[src/rtl/hyperbus_cfg_seq_pkg.sv]
// HyperBus boot configuration sequencer: shared types.
// State encoding, table entry bundle and a counter-width helper.
package hyperbus_cfg_seq_pkg;

    typedef enum logic [2:0] {
        ST_WAIT,
        ST_WR,
        ST_RD,
        ST_DONE,
        ST_FAIL
    } state_e;

    // Widest address/data a table entry can carry.
    localparam int unsigned CfgMaxWidth = 64;

    typedef struct packed {
        logic [CfgMaxWidth-1:0] addr;
        logic [CfgMaxWidth-1:0] data;
        logic [CfgMaxWidth-1:0] mask;
    } cfg_entry_t;

    // Bits needed to hold 0..n-1, never less than one.
    function automatic int unsigned cnt_width(input int unsigned n);
        if (n > 1) return $clog2(n);
        return 1;
    endfunction

endpackage

[src/rtl/hyperbus_cfg_seq.sv]
// HyperBus boot configuration sequencer.
// After reset and a start delay it writes (and optionally reads back)
// a register table on the mst_* reg port, then passes the upstream
// slv_* reg master straight through to mst_*.
// Ports: clk_i/rst_i (sync, active high), start_i re-run pulse,
// busy_o/done_o/error_o/err_idx_o status, slv_req_*/slv_rsp_* upstream
// reg bus, mst_req_*/mst_rsp_* downstream reg bus.
module hyperbus_cfg_seq
    import hyperbus_cfg_seq_pkg::*;
#(
    parameter int unsigned NumEntries   = 4,
    parameter int unsigned RegAddrWidth = 32,
    parameter int unsigned RegDataWidth = 32,
    parameter logic [NumEntries-1:0][RegAddrWidth-1:0] CfgAddr = '0,
    parameter logic [NumEntries-1:0][RegDataWidth-1:0] CfgData = '0,
    parameter logic [NumEntries-1:0][RegDataWidth-1:0] CfgMask = '1,
    parameter bit          VerifyEn     = 1'b1,
    parameter int unsigned MaxRetries   = 2,
    parameter int unsigned StartDelay   = 64,
    localparam int unsigned IdxW  = cnt_width(NumEntries),
    localparam int unsigned StrbW = RegDataWidth / 8
) (
    input  logic                    clk_i,
    input  logic                    rst_i,
    input  logic                    start_i,
    output logic                    busy_o,
    output logic                    done_o,
    output logic                    error_o,
    output logic [IdxW-1:0]         err_idx_o,
    input  logic [RegAddrWidth-1:0] slv_req_addr_i,
    input  logic                    slv_req_write_i,
    input  logic [RegDataWidth-1:0] slv_req_wdata_i,
    input  logic [StrbW-1:0]        slv_req_wstrb_i,
    input  logic                    slv_req_valid_i,
    output logic [RegDataWidth-1:0] slv_rsp_rdata_o,
    output logic                    slv_rsp_ready_o,
    output logic                    slv_rsp_error_o,
    output logic [RegAddrWidth-1:0] mst_req_addr_o,
    output logic                    mst_req_write_o,
    output logic [RegDataWidth-1:0] mst_req_wdata_o,
    output logic [StrbW-1:0]        mst_req_wstrb_o,
    output logic                    mst_req_valid_o,
    input  logic [RegDataWidth-1:0] mst_rsp_rdata_i,
    input  logic                    mst_rsp_ready_i,
    input  logic                    mst_rsp_error_i
);

    localparam int unsigned DlyW   = cnt_width(StartDelay + 1);
    localparam int unsigned RetryW = cnt_width(MaxRetries + 1);

    state_e            state_q, state_d;
    logic [IdxW-1:0]   idx_q, idx_d;
    logic [RetryW-1:0] retry_q, retry_d;
    logic [DlyW-1:0]   dly_q, dly_d;
    logic [IdxW-1:0]   err_idx_q, err_idx_d;
    // Set for one cycle after each accepted request so valid drops.
    logic              gap_q, gap_d;

    cfg_entry_t ent;
    logic       seq_busy;
    logic       seq_valid;
    logic       hs;
    logic       mismatch;
    logic       do_retry;
    logic       do_next;
    logic       unused_ent;

    always_comb begin
        ent.addr = 64'(CfgAddr[idx_q]);
        ent.data = 64'(CfgData[idx_q]);
        ent.mask = 64'(CfgMask[idx_q]);
    end

    assign unused_ent = ^ent;

    assign seq_busy  = (state_q == ST_WAIT) ||
                       (state_q == ST_WR) ||
                       (state_q == ST_RD);
    assign seq_valid = ((state_q == ST_WR) || (state_q == ST_RD)) &&
                       !gap_q;
    assign hs        = seq_valid && mst_rsp_ready_i;
    assign mismatch  = |((mst_rsp_rdata_i ^ ent.data[RegDataWidth-1:0]) &
                         ent.mask[RegDataWidth-1:0]);

    always_comb begin
        state_d   = state_q;
        idx_d     = idx_q;
        retry_d   = retry_q;
        dly_d     = dly_q;
        err_idx_d = err_idx_q;
        gap_d     = 1'b0;
        do_retry  = 1'b0;
        do_next   = 1'b0;

        unique case (state_q)
            ST_WAIT: begin
                if (dly_q == DlyW'(StartDelay)) state_d = ST_WR;
                else dly_d = dly_q + 1'b1;
            end
            ST_WR: begin
                if (hs) begin
                    gap_d = 1'b1;
                    if (mst_rsp_error_i) do_retry = 1'b1;
                    else if (VerifyEn) state_d = ST_RD;
                    else do_next = 1'b1;
                end
            end
            ST_RD: begin
                if (hs) begin
                    gap_d = 1'b1;
                    if (mst_rsp_error_i || mismatch) do_retry = 1'b1;
                    else do_next = 1'b1;
                end
            end
            ST_DONE, ST_FAIL: begin
                // Never cut an upstream transfer that is in flight.
                if (start_i && !slv_req_valid_i) begin
                    state_d   = ST_WR;
                    idx_d     = '0;
                    retry_d   = '0;
                    err_idx_d = '0;
                end
            end
            default: state_d = ST_WAIT;
        endcase

        if (do_retry) begin
            if (retry_q < RetryW'(MaxRetries)) begin
                retry_d = retry_q + 1'b1;
                state_d = ST_WR;
            end else begin
                state_d   = ST_FAIL;
                err_idx_d = idx_q;
            end
        end

        if (do_next) begin
            retry_d = '0;
            if (idx_q == IdxW'(NumEntries - 1)) begin
                state_d = ST_DONE;
            end else begin
                idx_d   = idx_q + 1'b1;
                state_d = ST_WR;
            end
        end
    end

    always_ff @(posedge clk_i) begin
        if (rst_i) begin
            state_q   <= ST_WAIT;
            idx_q     <= '0;
            retry_q   <= '0;
            dly_q     <= '0;
            err_idx_q <= '0;
            gap_q     <= 1'b0;
        end else begin
            state_q   <= state_d;
            idx_q     <= idx_d;
            retry_q   <= retry_d;
            dly_q     <= dly_d;
            err_idx_q <= err_idx_d;
            gap_q     <= gap_d;
        end
    end

    assign busy_o    = seq_busy;
    assign done_o    = (state_q == ST_DONE);
    assign error_o   = (state_q == ST_FAIL);
    assign err_idx_o = err_idx_q;

    // Sequencer owns the bus while busy; otherwise a zero-latency wire.
    always_comb begin
        if (seq_busy) begin
            mst_req_addr_o  = ent.addr[RegAddrWidth-1:0];
            mst_req_write_o = (state_q == ST_WR);
            mst_req_wdata_o = ent.data[RegDataWidth-1:0];
            mst_req_wstrb_o = '1;
            mst_req_valid_o = seq_valid;
            slv_rsp_rdata_o = '0;
            slv_rsp_ready_o = 1'b0;
            slv_rsp_error_o = 1'b0;
        end else begin
            mst_req_addr_o  = slv_req_addr_i;
            mst_req_write_o = slv_req_write_i;
            mst_req_wdata_o = slv_req_wdata_i;
            mst_req_wstrb_o = slv_req_wstrb_i;
            mst_req_valid_o = slv_req_valid_i;
            slv_rsp_rdata_o = mst_rsp_rdata_i;
            slv_rsp_ready_o = mst_rsp_ready_i;
            slv_rsp_error_o = mst_rsp_error_i;
        end
    end

endmodule

[config.mk]
export PLATFORM = sky130hd
export DESIGN_NAME = hyperbus_cfg_seq
export DESIGN_NICKNAME = d
export VERILOG_FILES = /design/src/rtl/hyperbus_cfg_seq_pkg.sv /design/src/rtl/hyperbus_cfg_seq.sv
export SDC_FILE = /design/constraint.sdc
export NUM_CORES = 1
export LEC_CHECK = 0
export ABC_CLOCK_PERIOD_IN_PS = 3180
export BUFFER_PORTS_ARGS = -buffer_cell sky130_fd_sc_hd__buf_2
export CAP_MARGIN = 30
export CORE_MARGIN = 5
export CORE_UTILIZATION = 25
export DETAILED_ROUTE_END_ITERATION = 7
export HOLD_SLACK_MARGIN = 0.08
export PLACE_DENSITY = 0.71
export SETUP_SLACK_MARGIN = 0.5
export SLEW_MARGIN = 0
export SYNTH_ARGS = -nofsm -noshare
export SYNTH_HDL_FRONTEND = slang
export SYNTH_SLANG_ARGS = --single-unit
[constraint.sdc]
create_clock -name clk_i -period 3.18 [get_ports clk_i]
set_clock_uncertainty 0.05 [all_clocks]
set_input_delay 0.159 -clock clk_i [delete_from_list [all_inputs] [get_ports clk_i]]
set_output_delay 0.159 -clock clk_i [all_outputs]
set_load 0.01 [all_outputs]
Word-level counts from Yosys, hierarchy flattened
Index checks and enable logic that the tools add are counted.
{"block": "totals", "in_bits": 107, "wordCells": 85, "regBits": 17}
{"block": "classes", "muxes": 42, "bitwise": 4, "magnitude_cmp": 2, "n_reduce_logical": 17, "n_eq_ne": 11, "addsub": 3}
{"op": "32-bit 2-to-1 mux", "count": 5}
{"op": "32-bit binary-select mux with 2-bit select", "count": 2}
{"op": "32-bit bitwise AND", "count": 1}
{"op": "32-bit OR reduction", "count": 1}
{"op": "32-bit XOR", "count": 1}
{"op": "2-bit 2-to-1 mux", "count": 13}
{"op": "3-bit 2-to-1 mux", "count": 7}
{"op": "1-bit 2-to-1 mux", "count": 12}
{"op": "4-bit != test (second input constant)", "count": 3}
{"op": "3-bit one-hot mux with 4 select lines", "count": 1}
{"op": "2-bit OR reduction", "count": 4}
{"op": "7-bit by 1-bit adder with 7-bit output (second input constant)", "count": 1}
{"op": "7-bit equality test (second input constant)", "count": 1}
{"op": "3-bit by 2-bit equality test with 1-bit output (second input constant)", "count": 2}
{"op": "5-bit AND reduction", "count": 1}
{"op": "2-bit by 1-bit adder with 2-bit output (second input constant)", "count": 2}
{"op": "1-bit logical OR", "count": 4}
{"op": "4-bit 2-to-1 mux", "count": 1}
{"op": "4-bit by 3-bit != test with 1-bit output (second input constant)", "count": 1}
{"op": "3-bit by 1-bit equality test with 1-bit output (second input constant)", "count": 1}
{"op": "3-bit equality test (second input constant)", "count": 1}
{"op": "1-bit logical AND", "count": 3}
{"op": "3-bit logical NOT", "count": 1}
{"op": "2-bit by 3-bit less-than comparator with 1-bit output (second input constant)", "count": 1}
{"op": "7 further kinds", "count": 9}

Logic depth before layout (Yosys ltp)
{"block": "logic_depth", "depth_word": 11, "depth_mapped": 7, "mapped_depth_nobuf": 7}

Least setup slack after synthesis
No wires, ideal clock.
{"block": "synth_path", "path_kind": "register to register", "start": "register state_q[0]", "end": "register state_q[0]", "n_path_buf": 0, "arrival_ns": 1.487, "stages_incl_launch_ff": 6, "slack_ns": 1.555, "t_required_ns": 3.042, "setup_time_ns": 0.088, "period_less_slack_ns": 1.625, "path_cell_list": "dfxtp_1 -> nor3b_1 -> nand2b_1 -> a32o_2 -> o21a_1 -> a311oi_2"}
{"element": "start, declared", "line_no": "hyperbus_cfg_seq.sv:51", "text": "state_e state_q, state_d;"}
{"element": "start signal, assigned", "line_no": "hyperbus_cfg_seq.sv:157", "text": "state_q <= state_d;"}
{"element": "3-bit equality test *"}
{"element": "net error_o", "line_no": "hyperbus_cfg_seq.sv:28", "text": "output logic error_o,"}
{"element": "2-bit OR reduction *", "line_no": "hyperbus_cfg_seq.sv:95", "text": "unique case (state_q)"}
{"element": "3-bit one-hot mux with 4 select lines", "line_no": "hyperbus_cfg_seq.sv:95"}
{"element": "3-bit 2-to-1 mux", "line_no": "hyperbus_cfg_seq.sv:127", "text": "if (do_retry) begin"}
{"element": "3-bit 2-to-1 mux", "line_no": "hyperbus_cfg_seq.sv:137", "text": "if (do_next) begin"}
The timed path passes the listed nets; every way through them passes the cells marked *.
A chain may end at the register's enable or synchronous reset.

Final worst setup path
{"block": "layout_path", "start": "register state_q[0]", "end": "output port mst_req_wstrb_o[1]"}
{"block": "layout_via", "elab_chain_cells": 4}
{"element": "3-bit by 1-bit equality test with 1-bit output or 3-bit logical NOT (tied branches)", "line_no": "hyperbus_cfg_seq.sv:77, hyperbus_cfg_seq.sv:76"}
{"element": "1-bit logical OR", "line_no": "hyperbus_cfg_seq.sv:76", "text": "assign seq_busy = (state_q == ST_WAIT) ||"}
{"element": "1-bit logical OR *", "line_no": "hyperbus_cfg_seq.sv:77", "text": "(state_q == ST_WR) ||"}
{"element": "4-bit 2-to-1 mux *", "line_no": "hyperbus_cfg_seq.sv:173", "text": "if (seq_busy) begin"}
{"element": "end, declared", "line_no": "hyperbus_cfg_seq.sv:41", "text": "output logic [StrbW-1:0] mst_req_wstrb_o,"}
Mark *: on every way between the ends. The rest lies on a longest branch, timed or not.

==> impl_metrics.yaml <==
timing:
  fmax_mhz: 498
  finalCritPeriodShare: 0.631
  slew_violations: 0
  fin_crit_ns: 2.01
  rsz0062_at_grt: "no"
  tns_ns: 0
  final-hold-violation-count: 0
  relSlewSlack: 0.661
  final-setup-viol-count: 0
  worst_pin_slew_ns: 0.509
global_routing:
  grt_pass1_wl_microns: 10900
  grt_antenna_before_repair: 1
  grt_max_degree: 57
  grt_pass1_vias: 2130
  grt_use_total: 0.152
  grt_overflow: 0
power:
  p_total_mw: 0.785
  leakagePower_nw: 1.57
  peakVddDrop_mv: 0.283
  power_density_nw_per_um2: 260
synth:
  synth.distinct_cells: 42
  synth_top_area_frac: 0.348
  synth-edff-count: 0
  synth_top_area_cell: "nor2b_1"
  ys_warn_count: 0
  yosysSeqAreaShare: 0.188
  syn_area_sq_um: 1810
  ys_async_sr_fraction: 0
  ys_ff_latch: 17
  post-synth-top-count-cell: "nor2b_1"
  synthTopCellsByCount: "nor2b_1, nor2_1, dfxtp_1"
  synth_area_leaders: "nor2b_1, dfxtp_1, nor2_1"
  avgSynthCellArea_sq_um: 7.14
  ys.flop_type: "dfxtp_1"
  syn_nets: 364
  syn_inst: 254
critical_path:
  end_kind: "output port"
  rr_worst_depth: 5
  critPathMaxFanout: 56
  startpoint_type: "register"
  cp.required_ns: 2.97
  cp_data_arrival_time_ns: 1.80
  critPathKind: "reg2out"
clocking:
  postCtsSetupBuffers: 0
  cts_resized: 0
  cts_root_buf: "clkbuf_8"
  clock_sinks: 17
  cts_tree: "yes"
  cts.clk_slew.worst_paths_ns: 0.08
  cts.htree.levels: 1
  ctsHoldBuffers: 0
  cts_buffer_depth: 2
  cts_made_buffers: 3
  insertion_delay_ns: 0.26
detailed_routing:
  dr.pass1.iters: 4
  routed_wl_microns: 7750
  vias: 2435
  wire_per_inst_microns: 13.9
  drc_errors: 0
  final_antenna_net_count: 0
  via_per_inst: 4.36
  drt_iter0_drc: 117
worst_hold_path:
  hp-class: "in2reg"
  min_path_cells: 2
finish:
  area_growth_pct: 66.6
  fillerInstances: 723
  fin_util: 0.421
  ff_latch_area_sq_um: 340
  drive_gt1_frac: 0.514
  multi_input_area_sq_um: 1400
  nNetsFinal: 570
  final_cell_area_sq_um: 3020
  fin_cells: 559
die:
  num_rows: 31
  die_area_sq_um: 9060
  ios: 216
  die_w_microns: 95.2
  core_area_sq_um: 7180
  initial_core_util: 0.253
  die_y_microns: 95.2
placement:
  dpl.cell_count: 554
  place.gp.congestion: 0.888
  io_buffers: 215
  hpwl_microns: 6740
  place_area_sq_um: 2970
status:
  status: "completed"
run:
  cap_violations: 0
==> cell type report <==
| cell class | instances | share of cell area |
|---|---|---|
| Timing Repair Buffer | 217 | 0.361 |
| Tap cell | 99 | 0.0410 |
| Clock inverter | 1 | 0.00166 |
| Antenna cell | 1 | 0.000828 |
| Clock buffer | 3 | 0.0137 |
| Multi-Input combinational cell | 215 | 0.462 |
| Sequential cell | 17 | 0.113 |
| Inverter | 6 | 0.00745 |
==> layout by cell type, fill, tap and decap left out, types with 6 or more instances in the layout <==
cell type and instances:
dfxtp_1 17, buf_2 215, inv_1 6, nor2b_1 101, nand2_1 8, nor4_1 9
nor2_1 18, a21oi_1 8
==> routing by layer <==
| metal | track usage | wire length (microns) |
|---|---|---|
| met2 | 0.268 | 3900 |
| met3 | 0.0410 | 761 |
| met4 | 0.0361 | 140 |
| met5 | 0 | 0 |
| met1 | 0.182 | 2940 |
==> cell families (layout without fill, tap and decap cells) <==
logic type / count (synthesis) / in the layout / share of synthesized area
and+or+nand+nor: 173 / 173 / 0.571
AOI/OAI and AO/OA: 28 / 28 / 0.114
buffers and inverters: 22 / 227 / 0.0497
DFF: 17 / 17 / 0.188
xor gates and xnor gates: 6 / 6 / 0.0290
muxes: 5 / 5 / 0.0283
adders and majority gates: 3 / 3 / 0.0207
other: 0 / 1 / 0
==> worst paths after layout <==
| path | start | end | slack (ns) |
|---|---|---|---|
| setup / recovery | state_q[0]$_SDFFE_PP0P_ | mst_req_wstrb_o[1] | 1.17 |
| hold / removal | rst_i | dly_q[6]$_SDFFE_PP0P_ | 0.23 |
| setup reg to reg | state_q[2]$_SDFFE_PP0P_ | state_q[0]$_SDFFE_PP0P_ | 1.33 |
| hold reg to reg | err_idx_o[1]$_SDFF_PP0_ | err_idx_o[1]$_SDFF_PP0_ | 0.45 |
==> sequential cells by signal (all words and copies together) (netlist names) <==
register   flops
dly_q          7
idx_q          2
retry_q        2
err_idx_o      2
state_q        3
gap_q          1
==> metrics by stage <==
stage          hold slack [ns]  setup WS, ns
3_3_place_gp             0.422          1.42
2_1_floorplan            0.371          1.55
4_1_cts                  0.225          1.17
5_1_grt                  0.242          1.04
6_report                 0.227          1.17
3_5_place_dp             0.429          1.34
==> power breakdown <==
part           internal (mW)  switching (mW)
sequential             0.237          0.0392
combinational          0.172           0.174
clock                 0.0869          0.0767
total                  0.496           0.289
==> worst max-delay path: stages, from the launching register on <==
cell     delay, ns
dfxtp_1       0.64
a21oi_4       0.11
buf_4         0.29
or2_2         0.34
buf_2         0.14
No activity file was read; power rests on OpenSTA's default activity.
